--- config.mk ---
export PLATFORM = sky130hd
export DESIGN_NAME = led_blinker
export DESIGN_NICKNAME = d
export VERILOG_FILES = /design/src/rtl/led_pkg.sv /design/src/rtl/tick_prescaler.sv /design/src/rtl/led_blinker.sv
export SDC_FILE = /design/constraint.sdc
export NUM_CORES = 1
export LEC_CHECK = 0
export ABC_AREA = 1
export BUFFER_PORTS_ARGS = -buffer_cell sky130_fd_sc_hd__buf_2
export CAP_MARGIN = 20
export CORE_UTILIZATION = 39
export CTS_CLUSTER_SIZE = 16
export DETAILED_ROUTE_END_ITERATION = 7
export HOLD_SLACK_MARGIN = 0.05
export PLACE_DENSITY_LB_ADDON = 0.3
export REMOVE_ABC_BUFFERS = 1
export SYNTH_ARGS = -nofsm -noshare
export SYNTH_HDL_FRONTEND = slang
export SYNTH_SLANG_ARGS = --single-unit
--- constraint.sdc ---
create_clock -name clk -period 2.1 [get_ports clk]
set_clock_uncertainty 0.1 [all_clocks]
set_input_delay 0.42 -clock clk [delete_from_list [all_inputs] [get_ports clk]]
set_output_delay 0.42 -clock clk [all_outputs]
set_load 0.02 [all_outputs]
--- src/rtl/led_pkg.sv ---
// led_pkg: shared definitions for the LED blinker slice.
// Holds the command mode encodings, the controller state type and the
// default prescaler divide (1 ms ticks from a 50 MHz clock).

package led_pkg;

  // cmd_mode encodings
  localparam logic [1:0] MODE_OFF   = 2'b00;  // steady dark
  localparam logic [1:0] MODE_ON    = 2'b01;  // steady lit
  localparam logic [1:0] MODE_BLINK = 2'b10;  // blink until told otherwise
  localparam logic [1:0] MODE_BURST = 2'b11;  // blink cmd_count times, then off

  // Controller states; led is lit in S_ON and S_BLK_ON.
  typedef enum logic [1:0] {
    S_OFF     = 2'd0,
    S_ON      = 2'd1,
    S_BLK_ON  = 2'd2,
    S_BLK_OFF = 2'd3
  } state_t;

  // clk cycles per tick at 50 MHz for a 1 ms tick
  localparam int DEFAULT_TICK_DIV = 50000;

endpackage

--- src/rtl/tick_prescaler.sv ---
// tick_prescaler: free-running clock divider producing a one-cycle tick.
// Ports: clk, reset (async, active-high), clr (sync clear of the divider),
//        tick (high during the cycle the divider sits at TICK_DIV-1).

module tick_prescaler #(
  parameter int TICK_DIV = 4
) (
  input  logic clk,
  input  logic reset,
  input  logic clr,
  output logic tick
);

  localparam int CW = (TICK_DIV > 2) ? $clog2(TICK_DIV) : 1;
  localparam logic [CW-1:0] LAST = CW'(TICK_DIV - 1);

  logic [CW-1:0] cnt_q;
  logic [CW-1:0] cnt_d;

  // tick is decoded from the registered count, so it is glitch-free and
  // lines up with the TICK_DIV-th cycle after a clear.
  assign tick = (cnt_q == LAST);

  always_comb begin
    cnt_d = cnt_q + CW'(1);
    if (clr || tick) begin
      cnt_d = '0;
    end
  end

  always_ff @(posedge clk or posedge reset) begin
    if (reset) begin
      cnt_q <= '0;
    end else begin
      cnt_q <= cnt_d;
    end
  end

endmodule

--- src/rtl/led_blinker.sv ---
// led_blinker: command-driven LED controller (off / on / blink / N-blink burst).
// Ports: clk, reset (async, active-high); cmd_valid/cmd_ready handshake with
//        cmd_mode and cmd_count; registered outputs led, busy, done.
//
// All outputs are registered from the next-state decode, so they change on the
// edge that accepts a command or ends a phase (one-cycle command latency).
// cmd_ready drops only for a counted burst, which therefore can only be
// stopped by reset.

module led_blinker
  import led_pkg::*;
#(
  parameter int TICK_DIV  = DEFAULT_TICK_DIV,
  parameter int ON_TICKS  = 250,
  parameter int OFF_TICKS = 250,
  parameter int CNT_W     = 4
) (
  input  logic             clk,
  input  logic             reset,
  input  logic             cmd_valid,
  output logic             cmd_ready,
  input  logic [1:0]       cmd_mode,
  input  logic [CNT_W-1:0] cmd_count,
  output logic             led,
  output logic             busy,
  output logic             done
);

  // Phase counter must hold values up to the longer of the two phases.
  localparam int PH_MAX = (ON_TICKS > OFF_TICKS) ? ON_TICKS : OFF_TICKS;
  localparam int PH_W   = (PH_MAX > 1) ? $clog2(PH_MAX + 1) : 1;

  localparam logic [PH_W-1:0] ON_LAST  = PH_W'(ON_TICKS - 1);
  localparam logic [PH_W-1:0] OFF_LAST = PH_W'(OFF_TICKS - 1);

  state_t           state_q, state_d;
  logic [PH_W-1:0]  phase_q, phase_d;   // ticks elapsed in current phase
  logic [CNT_W-1:0] rem_q,   rem_d;     // blinks left in a counted burst
  logic             burst_q, burst_d;   // current blinking is a counted burst
  logic             led_q,   led_d;
  logic             busy_q,  busy_d;
  logic             done_q,  done_d;
  logic             rdy_q,   rdy_d;

  logic accept;
  logic tick;

  assign accept = cmd_valid && rdy_q;

  // Acceptance clears the divider so a new blink always starts with a full
  // ON phase, regardless of where the free-running divider was.
  tick_prescaler #(
    .TICK_DIV (TICK_DIV)
  ) u_prescaler (
    .clk   (clk),
    .reset (reset),
    .clr   (accept),
    .tick  (tick)
  );

  // Next-state decode. An accepted command takes priority over a tick that
  // happens to land in the same cycle.
  always_comb begin
    state_d = state_q;
    phase_d = phase_q;
    rem_d   = rem_q;
    burst_d = burst_q;
    done_d  = 1'b0;

    if (accept) begin
      phase_d = '0;
      rem_d   = '0;
      burst_d = 1'b0;
      case (cmd_mode)
        MODE_OFF:   state_d = S_OFF;
        MODE_ON:    state_d = S_ON;
        MODE_BLINK: state_d = S_BLK_ON;
        MODE_BURST: begin
          if (cmd_count != '0) begin
            state_d = S_BLK_ON;
            rem_d   = cmd_count;
            burst_d = 1'b1;
          end else begin
            // Empty burst completes immediately without lighting the LED.
            state_d = S_OFF;
            done_d  = 1'b1;
          end
        end
        default:    state_d = S_OFF;
      endcase
    end else if (tick) begin
      case (state_q)
        S_BLK_ON: begin
          if (phase_q == ON_LAST) begin
            state_d = S_BLK_OFF;
            phase_d = '0;
          end else begin
            phase_d = phase_q + PH_W'(1);
          end
        end
        S_BLK_OFF: begin
          if (phase_q == OFF_LAST) begin
            phase_d = '0;
            if (burst_q && (rem_q == CNT_W'(1))) begin
              // End of the last OFF phase: burst complete.
              state_d = S_OFF;
              rem_d   = '0;
              burst_d = 1'b0;
              done_d  = 1'b1;
            end else begin
              state_d = S_BLK_ON;
              if (burst_q) begin
                rem_d = rem_q - CNT_W'(1);
              end
            end
          end else begin
            phase_d = phase_q + PH_W'(1);
          end
        end
        default: ;  // steady states ignore ticks
      endcase
    end
  end

  // Outputs are decoded from the next state so the registered values land on
  // the same edge as the state change.
  always_comb begin
    led_d  = (state_d == S_ON) || (state_d == S_BLK_ON);
    busy_d = (state_d == S_BLK_ON) || (state_d == S_BLK_OFF);
    rdy_d  = !(busy_d && burst_d);
  end

  always_ff @(posedge clk or posedge reset) begin
    if (reset) begin
      state_q <= S_OFF;
      phase_q <= '0;
      rem_q   <= '0;
      burst_q <= 1'b0;
      led_q   <= 1'b0;
      busy_q  <= 1'b0;
      done_q  <= 1'b0;
      rdy_q   <= 1'b1;
    end else begin
      state_q <= state_d;
      phase_q <= phase_d;
      rem_q   <= rem_d;
      burst_q <= burst_d;
      led_q   <= led_d;
      busy_q  <= busy_d;
      done_q  <= done_d;
      rdy_q   <= rdy_d;
    end
  end

  assign led       = led_q;
  assign busy      = busy_q;
  assign done      = done_q;
  assign cmd_ready = rdy_q;

endmodule

==> run_results.csv <==
group,metric,value,unit
placement,place_inst,404,
clock_tree,clock_path_buffers,2,
global_route,busiest_layer,"met2",
detailed_routing,dr.pass1.iters,4,
detailed_routing,wl_per_cell,12.1,um
global_route,use_met2,29.5,%
worst_setup_path,end_kind,"flip-flop",
finish,layout.nets,359,
run,cap_viol_max_count,0,
timing,fin_ws,0.0994,ns
die,core_area,5540,um^2
pwr,p_leak,1.26,nW
worst_setup_path,criticalPathCategory,"reg2reg",
clock_tree,clkLatencyLatePin,0.29,ns
die,die_w,77.9,um
placement,place_hpwl,3650,um
logic_synthesis,synth_ff_type,"dfrtp_1",
detailed_routing,route.vias.total,2018,
pwr,max-vdd-ir-drop,0.315,mV
detailed_routing,wirelength,5030,um
logic_synthesis,yosysSeqAreaShare,39.1,%
clock_tree,cts.sinks,35,
global_route,track_usage,18.3,%
die,fp.dieH,77.9,um
detailed_routing,drt_iter0_drc,117,
worst_setup_path,arrival,2.14,ns
finish,layout_commonest_cell,"nand2_1",
die,dieArea,6060,um^2
logic_synthesis,synthesis.area,2240,um^2
finish,areaGrowthSynthToFinish,16.0,%
logic_synthesis,yosysWarnings,0,
timing,fin_crit,2.00,ns
finish,num_antenna_cells,0,
worst_setup_path,crit_fanout,3,
global_route,grt_pass1_vias,1973,
global_route,antenna_found_initial,0,
finish,layout-drive-gt1-share,19.2,%
global_route,use_met3,3.65,%
clock_tree,cts_root_buf,"clkbuf_8",
detailed_routing,detail-route-antenna-nets,0,
global_route,grt_start_max_net_pins,36,
global_route,grt-ovfl-total,0,
pwr,power_density,476,nW/um^2
min_path,min_path_type,"in2async",
placement,pre_cts_slack,0.0283,ns
logic_synthesis,synth_cell_type_count,31,
finish,instances_no_fill,416,
worst_setup_path,start_kind,"flip-flop",
pwr,clkPwrFrac,43.5,%
die,rows,27,
clock_tree,postCtsHoldBufs,0,
logic_synthesis,synth_cells,316,
pwr,pwr-share-seq,54.3,%
logic_synthesis,synth_seq_cells,35,
clock_tree,clk_pin_slew,0.07,ns
clock_tree,htree_num_levels,2,
timing,timing_max_transition_violations_final,0,
logic_synthesis,synth_edf_count,0,
pwr,comb_power_share,2.2,%
global_route,grt_pass1_wl,8800,um
pwr,internal-power,981,uW
logic_synthesis,async_flop_share,100,%
timing,final_hold_viol_count,0,
timing,finalSetupViolations,0,
finish,layout_common_cells,"74 x nand2_1, 54 x nor2_1, 40 x inv_1",
worst_setup_path,crit_required,2.24,ns
timing,hold-worst-slack,0.122,ns
timing,slew_headroom,69.4,%
die,ioPinCount,13,
logic_synthesis,syn_area_per_cell,7.10,um^2
clock_tree,cts_tree,"done",
placement,place.gp.congestion,0.786,
detailed_routing,via_per_inst,4.85,
die,start_util,40.5,%
global_route,use_met1,24.5,%
clock_tree,cts_buffers,5,
timing,period_share,95.3,%
pwr,swShare,20.9,%
placement,port_buffers,12,
run_status,run_status,"completed",
timing,worst-slew-pin-transition,0.460,ns
pwr,p_switching,259,uW
timing,max_freq,0.500,GHz
detailed_routing,drcViolationCount,0,
flip-flops by register name, summed over array words and instances, names as in the netlist, 2 cells and up:
| signal | cells |
|---|---|
| phase_q | 8 |
| rem_q | 4 |
| state_q | 2 |
| u_prescaler.cnt_q | 16 |
power groups by stage:
| stage | sequential [mW] | combinational, mW | clock [mW] |
|---|---|---|---|
| 2_1_floorplan | 0.687 | 0.0124 | 0 |
| 3_3_place_gp | 0.687 | 0.0279 | 0 |
| 3_5_place_dp | 0.687 | 0.0284 | 0 |
| 4_1_cts | 0.674 | 0.0285 | 0.557 |
| 5_1_grt | 0.673 | 0.0321 | 0.577 |
| 6_report | 0.674 | 0.0267 | 0.540 |
synth_stat cells (2+ instances only):
library cell	instances	area share, %
nand2_1	76	13
nor2_1	57	9.5
inv_1	42	7.0
dfrtp_1	34	38
nand3_1	25	5.6
nand4_1	13	3.6
o21ai_0	9	2.0
nand2_2	8	2.2
xor2_1	8	3.1
ha_1	7	3.9
nor3_1	6	1.3
a21oi_1	4	0.89
inv_2	3	0.50
or2_2	3	0.84
nand3_2	2	0.89
nor2_2	2	0.56
o21ai_2	2	0.78
o21ai_4	2	1.4
worst paths after layout:
| check | startpoint | slack, ns | cells after the start | endpoint |
|---|---|---|---|---|
| setup / recovery | phase_q[1] | 0.1 | 14 | cmd_ready |
| hold / removal | reset | 0.12 | 3 | u_prescaler.cnt_q[3] |
| setup reg to reg | phase_q[1] | 0.1 | 14 | cmd_ready |
| hold reg to reg | u_prescaler.cnt_q[0] | 0.35 | 1 | u_prescaler.cnt_q[0] |
| max in group asynchronous | reset | 1.43 | 3 | cmd_ready |
| min in group clk | cmd_mode[0] | 0.35 | 4 | cmd_ready |
layout make-up:
type | instances | area, um^2
clock buffers | 8 | 100
fillers | 578 | 2940
inverters | 45 | 169
multi-input cells | 232 | 1220
flip-flops and latches | 35 | 878
well taps | 72 | 90.1
repair buffers | 24 | 150
worst max-delay path: stages (launching register included):
cell and delay [ns]:
dfrtp_1 0.39, inv_2 0.08, ha_4 0.12, nand2_2 0.06, nor2_4 0.11, nand2_1 0.07
nor2_2 0.15, nand3_1 0.09, nand2_1 0.08, nand2_2 0.07, nand2_1 0.07, nand2_1 0.08
ha_2 0.18, or2_4 0.23, nand3_2 0.07
metrics by stage:
stage / total power [mW] / cell area, um^2 / TNS, ns / utilization [%]
global placement: 0.715 / 2430 / 0 / 43.8
floorplan: 0.699 / 2220 / 0 / -
global route: 1.28 / 2600 / -0.0562 / 47.0
finish: 1.24 / 2600 / 0 / 47.0
CTS: 1.26 / 2530 / 0 / 45.6
detailed placement: 0.715 / 2430 / 0 / 43.8
metal layers:
metal	wire length, um	vias up
li1	-	1048
met4	59	0
met5	0	-
met3	136	8
met1	2530	942
met2	2300	20
logic make-up (layout without fill, tap and decap cells):
logic type | Yosys count | in the layout | synth area share [%]
xor gates and xnor gates | 9 | 9 | 3.51
DFF | 35 | 35 | 39.1
adders and majority gates | 7 | 7 | 3.90
buffers and inverters | 49 | 77 | 8.75
AOI/OAI and AO/OA | 20 | 20 | 6.08
and+or+nand+nor | 196 | 196 | 38.7
timing repair:
action                                  4_1_cts  5_1_grt
buffers inserted                              0        4
endpoints found under the setup margin        0        2
resized for setup                             0       15
Note: power is estimated with default switching activity, not from simulation.
